<file path="src/rtl/prince_cms_pkg.sv">
// rtl/prince_cms_pkg.sv - shared constants and helpers for the masked PRINCE S-box compress stage
package prince_cms_pkg;

  // Component shares per S-box output bit.
  localparam int NCOMP = 8;

  // Bits per S-box nibble.
  localparam int NIBBLE = 4;

  // Components [0, SHARE_SPLIT) fold into share 0, [SHARE_SPLIT, NCOMP) into share 1.
  localparam int SHARE_SPLIT = 4;

  // PRINCE S-box, nibble i holds S(i): B,F,3,2,A,C,9,1,6,7,8,0,E,5,D,4.
  localparam logic [63:0] PRINCE_SBOX = 64'h4D5E_0876_19CA_23FB;

  // Flat bit position of component k for S-box s, output bit b.
  function automatic int comp_idx(input int s, input int b, input int k);
    return (s * NIBBLE + b) * NCOMP + k;
  endfunction

  // Unmasked S-box lookup, used by the bench as a reference.
  function automatic logic [3:0] sbox(input logic [3:0] x);
    logic [63:0] tbl;
    tbl = PRINCE_SBOX;
    return tbl[{x, 2'b00} +: 4];
  endfunction

endpackage

</file>
<file path="src/rtl/prince_bit_compress.sv">
// rtl/prince_bit_compress.sv - folds 8 registered component shares of one bit into 2 refreshed shares
module prince_bit_compress
  import prince_cms_pkg::*;
(
  input  logic [NCOMP-1:0] comp,
  input  logic             r,
  output logic             sh0,
  output logic             sh1
);

  // Both halves get the same fresh bit so the pair stays a valid 2-sharing.
  assign sh0 = (^comp[SHARE_SPLIT-1:0]) ^ r;
  assign sh1 = (^comp[NCOMP-1:SHARE_SPLIT]) ^ r;

endmodule

</file>
<file path="src/rtl/prince_sbox_share_compress.sv">
// rtl/prince_sbox_share_compress.sv - glitch-barrier register plus share compression for the CMS PRINCE S-box layer
module prince_sbox_share_compress #(
  parameter int NSBOX = 16,
  parameter int NCOMP = 8
) (
  input  logic                     clk,
  input  logic                     rst,
  input  logic                     in_valid,
  output logic                     in_ready,
  input  logic [NSBOX*4*NCOMP-1:0] comp_in,
  input  logic [NSBOX*4-1:0]       rnd_in,
  output logic                     out_valid,
  input  logic                     out_ready,
  output logic [NSBOX*4-1:0]       out_share0,
  output logic [NSBOX*4-1:0]       out_share1
);
  import prince_cms_pkg::*;

  localparam int NBIT = NSBOX * NIBBLE;
  localparam int NCW  = NBIT * NCOMP;

  if (NCOMP != prince_cms_pkg::NCOMP) begin : g_bad_ncomp
    $error("prince_sbox_share_compress: NCOMP must be 8");
  end

  logic            s1_valid_q, s1_valid_d;
  logic [NCW-1:0]  s1_comp_q,  s1_comp_d;
  logic [NBIT-1:0] s1_rnd_q,   s1_rnd_d;
  logic            s2_valid_q, s2_valid_d;
  logic [NBIT-1:0] s2_sh0_q,   s2_sh0_d;
  logic [NBIT-1:0] s2_sh1_q,   s2_sh1_d;
  logic [NBIT-1:0] cmp_sh0, cmp_sh1;
  logic            s1_en, s2_en, s1_load, s2_load;

  // Compression sits strictly after S1, so raw components never meet before a flop.
  for (genvar s = 0; s < NSBOX; s++) begin : g_sbox
    for (genvar b = 0; b < NIBBLE; b++) begin : g_bit
      localparam int CI = comp_idx(s, b, 0);
      prince_bit_compress u_bit (
        .comp (s1_comp_q[CI +: NCOMP]),
        .r    (s1_rnd_q[s*NIBBLE+b]),
        .sh0  (cmp_sh0[s*NIBBLE+b]),
        .sh1  (cmp_sh1[s*NIBBLE+b])
      );
    end
  end

  // Stage enables and next state; data regs only move on their own load to limit share toggling.
  always_comb begin
    s2_en   = !s2_valid_q || out_ready;
    s1_en   = !s1_valid_q || s2_en;
    s1_load = in_valid && s1_en;
    s2_load = s1_valid_q && s2_en;

    s1_valid_d = s1_valid_q;
    s1_comp_d  = s1_comp_q;
    s1_rnd_d   = s1_rnd_q;
    s2_valid_d = s2_valid_q;
    s2_sh0_d   = s2_sh0_q;
    s2_sh1_d   = s2_sh1_q;

    if (s1_load) begin
      s1_valid_d = 1'b1;
      s1_comp_d  = comp_in;
      s1_rnd_d   = rnd_in;
    end else if (s2_load) begin
      s1_valid_d = 1'b0;
    end

    if (s2_en) begin
      s2_valid_d = s1_valid_q;
    end
    if (s2_load) begin
      s2_sh0_d = cmp_sh0;
      s2_sh1_d = cmp_sh1;
    end
  end

  // Pipeline registers; reset drops any in-flight data, stalled or not.
  always_ff @(posedge clk) begin
    if (rst) begin
      s1_valid_q <= 1'b0;
      s1_comp_q  <= '0;
      s1_rnd_q   <= '0;
      s2_valid_q <= 1'b0;
      s2_sh0_q   <= '0;
      s2_sh1_q   <= '0;
    end else begin
      s1_valid_q <= s1_valid_d;
      s1_comp_q  <= s1_comp_d;
      s1_rnd_q   <= s1_rnd_d;
      s2_valid_q <= s2_valid_d;
      s2_sh0_q   <= s2_sh0_d;
      s2_sh1_q   <= s2_sh1_d;
    end
  end

  assign in_ready   = s1_en;
  assign out_valid  = s2_valid_q;
  assign out_share0 = s2_sh0_q;
  assign out_share1 = s2_sh1_q;

endmodule

</file>
<file path="config.mk">
export PLATFORM = sky130hd
export DESIGN_NAME = prince_sbox_share_compress
export DESIGN_NICKNAME = d
export VERILOG_FILES = /design/src/rtl/prince_cms_pkg.sv /design/src/rtl/prince_bit_compress.sv /design/src/rtl/prince_sbox_share_compress.sv
export SDC_FILE = /design/constraint.sdc
export NUM_CORES = 2
export LEC_CHECK = 0
export ABC_AREA = 1
export CORE_UTILIZATION = 31
export DETAILED_ROUTE_END_ITERATION = 8
export PLACE_DENSITY_LB_ADDON = 0.05
export SLEW_MARGIN = 20
export SYNTH_ARGS = -nofsm -noshare
export SYNTH_HDL_FRONTEND = slang
export SYNTH_HIERARCHICAL = 1
export SYNTH_SLANG_ARGS = --single-unit
</file>
<file path="constraint.sdc">
create_clock -name clk -period 2.3 [get_ports clk]
set_input_delay 0.46 -clock clk [delete_from_list [all_inputs] [get_ports clk]]
set_output_delay 0.46 -clock clk [all_outputs]
set_load 0.05 [all_outputs]
</file>
=== Yosys cells after proc, flatten, opt, wreduce, memory -nomap -nowiden ===
Index checks and enable logic that the tools add are counted.

* Register bits after elaboration: 706
* Output and inout bits: 130
* Word-level logic and storage cells: 271

* Multiplexer cells: 2
* Bitwise operators: 128
* Reductions and logical operators: 135

{| class="wikitable"
|+ Operators with widths
! cell !! count
|-
| parity 4 bit || 128
|-
| XOR 1 bit || 128
|-
| logical AND 1 bit || 2
|-
| zero test 1 bit || 2
|-
| logical OR 1 bit || 2
|-
| 2-to-1 mux 1 bit || 2
|-
| nonzero test 2 bit || 1
|}

=== Longest topological paths before layout ===
* Word-level depth: 5
* Mapped depth: 10
* Depth with buffers taken out: 10

=== By module ===
The synthesis kept the hierarchy.

{| class="wikitable"
|+ By module, submodules not included
! module !! times used !! cells each !! area an instance (sq um) !! sequential area each (sq um)
|-
| prince_sbox_share_compress || 1 || 4,483 || 30,541.8 || 14,133.6
|-
| prince_bit_compress || 64 || 31 || 140.1 || 0.0
|}

=== Worst setup path before layout ===
OpenSTA, ideal clock, no wires.

* Kind: reg-to-output
* From: reg s2_valid_q (netlist: out_valid)
* To: out in_ready
* Arrival time: 1.354 ns
* Required time: 1.840 ns
* Path slack: 0.486 ns
* Cell stages (with the launch flop): 5
* Cell sequence: dfxtp_1 -> nand3_1 -> buf_2 -> buf_2 -> buf_2

* Longest elaborated chain between the ends: 3

{| class="wikitable"
|+ Ends and longest elaborated chain
! item !! RTL line !! source
|-
| from (decl) || prince_sbox_share_compress.sv:29 || <nowiki>logic s2_valid_q, s2_valid_d;</nowiki>
|-
| from (signal assigned) || prince_sbox_share_compress.sv:92 || <nowiki>s2_valid_q <= s2_valid_d;</nowiki>
|-
| zero test 1 bit || prince_sbox_share_compress.sv:50 || <nowiki>s2_en = !s2_valid_q || out_ready;</nowiki>
|-
| logical OR 1 bit || prince_sbox_share_compress.sv:50 ||
|-
| logical OR 1 bit || prince_sbox_share_compress.sv:51 || <nowiki>s1_en = !s1_valid_q || s2_en;</nowiki>
|-
| to (decl) || prince_sbox_share_compress.sv:9 || <nowiki>output logic in_ready,</nowiki>
|}

Every way passes these cells.

=== Worst setup path after layout ===
* From: reg s2_sh0_q[24] (netlist: out_share0[24])
* To: out out_share0[24]

{| class="wikitable"
|+ RTL lines
! item !! RTL line !! source
|-
| from (decl) || prince_sbox_share_compress.sv:30 || <nowiki>logic [NBIT-1:0] s2_sh0_q, s2_sh0_d;</nowiki>
|-
| from (signal assigned) || prince_sbox_share_compress.sv:93 || <nowiki>s2_sh0_q <= s2_sh0_d;</nowiki>
|-
| to (decl) || prince_sbox_share_compress.sv:14 || <nowiki>output logic [NSBOX*4-1:0] out_share0,</nowiki>
|}

No word-level cell between the ends.

==> qor.yml <==
numCtsBuffers: 91
drc: 0
finClkSkew_ns: 0.01572
finalCritPeriodShare_pct: 97.24
layout_common_cells: "1664 x nand2_1, 1088 x nor2_1, 963 x inv_1, 704 x dfxtp_1, 640 x nand3_1"
holdWs_ns: 0.2652
setup_tns_ns: 0
cts_tree: "yes"
power_mw: 35.34
setup_viol: 0
ir_drop_uv: 489.4
antenna_found_initial: 4
track_usage_pct: 19.78
stdcell_area_mm2: 0.05190
drt_iter0_drc: 2056
hold_path_end: "s1_comp_q[199]"
clk_path_buf_depth: 3
cts_sinks: 706
crit_chain: "clkdlybuf4s50_1"
r2r_start: "s1_valid_q"
slew_headroom_pct: 42.56
hp-class: "in -> reg"
drt_pass1_iterations: 5
core_region_area_mm2: 0.1261
worstPathRequired_ns: 1.84
fin_crit_ns: 2.237
arrival_ns: 1.78
placed_cell_area_mm2: 0.04921
port_buffers: 709
p_leak_nw: 26.95
drt-total-wl_mm: 130.2
cts_setup_buffers: 0
yosysSeqAreaShare_pct: 35.77
holdPathStages: 3
cts_hold_buf: 0
worst_pin_slew_ns: 0.8616
grt_max_degree: 119
timing.rr.end: "out_share1[33]"
syn_avg_cell_area_um2: 6.110
wl_per_cell_um: 14.82
max_cap_violations: 0
dp_cells: 8622
setup_slack_ns: 0.06348
clk_pin_slew_worst_paths_ns: 0.06
yosysUniqueCellTypes: 15
finalNonFillerCells: 8783
crit_slowest_cell: "clkdlybuf4s50_1"
h-tree-depth: 3
crit_family: "buffers and inverters"
final_hold_viol_count: 0
synthesis.area_mm2: 0.03951
grt_pass1_vias: 37400
die_area_mm2: 0.1289
start_kind: "flop"
syn_inst: 6467
dpl.hpwl_mm: 95.80
crit_path_end_kind: "output pin"
drive_gt1_share_pct: 6.324
drv_slew: 0
die_h_um: 359.0
clock-root-buffer: "clkbuf_16"
routed_via_density: 4.499
rsz0062_at_grt: "false"
antenna_left: 0
initial_core_util_pct: 31.34
final_common_cell: "nand2_1"
power.density_mw_per_mm2: 680.9
utilization_pct: 41.18
hold_start: "in_valid"
crit_fanout: 2
status: "completed"
syn_nets: 7047
clkLatencyLatePin_ns: 0.66
pin_count: 710
path_buf_inv: 1
place.gp.congestion: 0.7902
r2r_setup_slack_ns: 0.74
dieWidth_um: 359.0
nets: 7645
cp.depth: 1
grt_pass1_wl_mm: 205.4
crit_path_max_incr_delay_ns: 0.81
max_freq_mhz: 447.1
place_ws_ns: 0.1667
reg2regPathDepth: 4
vias: 39510
num_rows: 130
synth-seq-cells: 706
ys_warn_count: 6
syn_to_final_growth_pct: 31.37
grt_overflow: 0
critPathKind: "reg -> out"
## timing repair
action / 4_1_cts / 5_1_grt
hold endpoints to repair: 0 / 0
setup endpoints to repair: 114 / 2
resized for setup: 114 / 2
## Yosys cell counts
library cell,instances,share of area [%]
inv_2,64,0.61
inv_1,964,9.2
nand3b_1,192,3.6
xnor2_2,64,2.6
clkbuf_1,84,0.80
a21oi_1,579,7.3
o21ai_1,64,0.81
buf_2,237,3.0
buf_1,53,0.50
nor2_1,1088,10
nand3_1,641,8.1
xnor2_1,64,1.4
nand2_1,1665,16
dfxtp_1,706,36
buf_4,2,0.038
## kinds of logic (layout without fill, tap and decap cells)
| group | Yosys count | in the layout | synth area share, % |
|---|---|---|---|
| other | 0 | 1 | 0 |
| and+or+nand+nor | 3586 | 3586 | 37.92 |
| buffers and inverters | 1404 | 2069 | 14.11 |
| DFF | 706 | 706 | 35.77 |
| AOI/OAI and AO/OA | 643 | 643 | 8.145 |
| xor gates and xnor gates | 128 | 128 | 4.053 |
## worst max-delay path by stage
stage                     slack, ns            from             end
after floorplan                0.49       out_valid        in_ready
after global placement         0.17       out_ready    s1_rnd_q[53]
after detailed placement       0.17       out_ready  s1_comp_q[439]
after CTS                    0.0006  out_share1[48]  out_share1[48]
after global routing          0.007  out_share0[24]  out_share0[24]
final                          0.06  out_share0[24]  out_share0[24]
## area by class of cell
type | instances | area [um^2]
repair buffers | 881 | 9169
well taps | 1650 | 2064
flip-flops and latches | 706 | 14140
clock inverters | 19 | 131.4
fillers | 13730 | 74150
diodes | 1 | 2.502
multi-input cells | 4357 | 19830
inverters | 1028 | 3866
clock buffers | 141 | 2699
## metal layers
metal  part of all wire, %  vias to the layer above  global-route usage [%]  wire length (um)
li1                      -                    20890                       -                 -
met1                    46                    17770                   25.51             60140
met2                    47                      682                   34.01             61420
met3                   3.9                      170                   2.804              5092
met4                   2.7                        6                   5.874              3477
met5                 0.035                        -                       0                45
## report_power, final
group	switching, mW	internal [mW]	total, mW
Clock	5.68	8.12	13.8
Combinational	4.10	3.41	7.51
Sequential	0.842	13.2	14.0
Total	10.6	24.7	35.3
## registers in the layout, summed over array words and instances (netlist names)
signal      count
out_share0     64
out_share1     64
out_valid       1
s1_comp_q     512
s1_rnd_q       64
s1_valid_q      1
## worst reg2reg max path, stage by stage (launching register included)
cell	delay (ns)
dfxtp_4	0.38
buf_4	0.67
nand3b_1	0.22
nand2_1	0.14
nor2_1	0.04
Note: power is estimated with default switching activity, not from simulation.
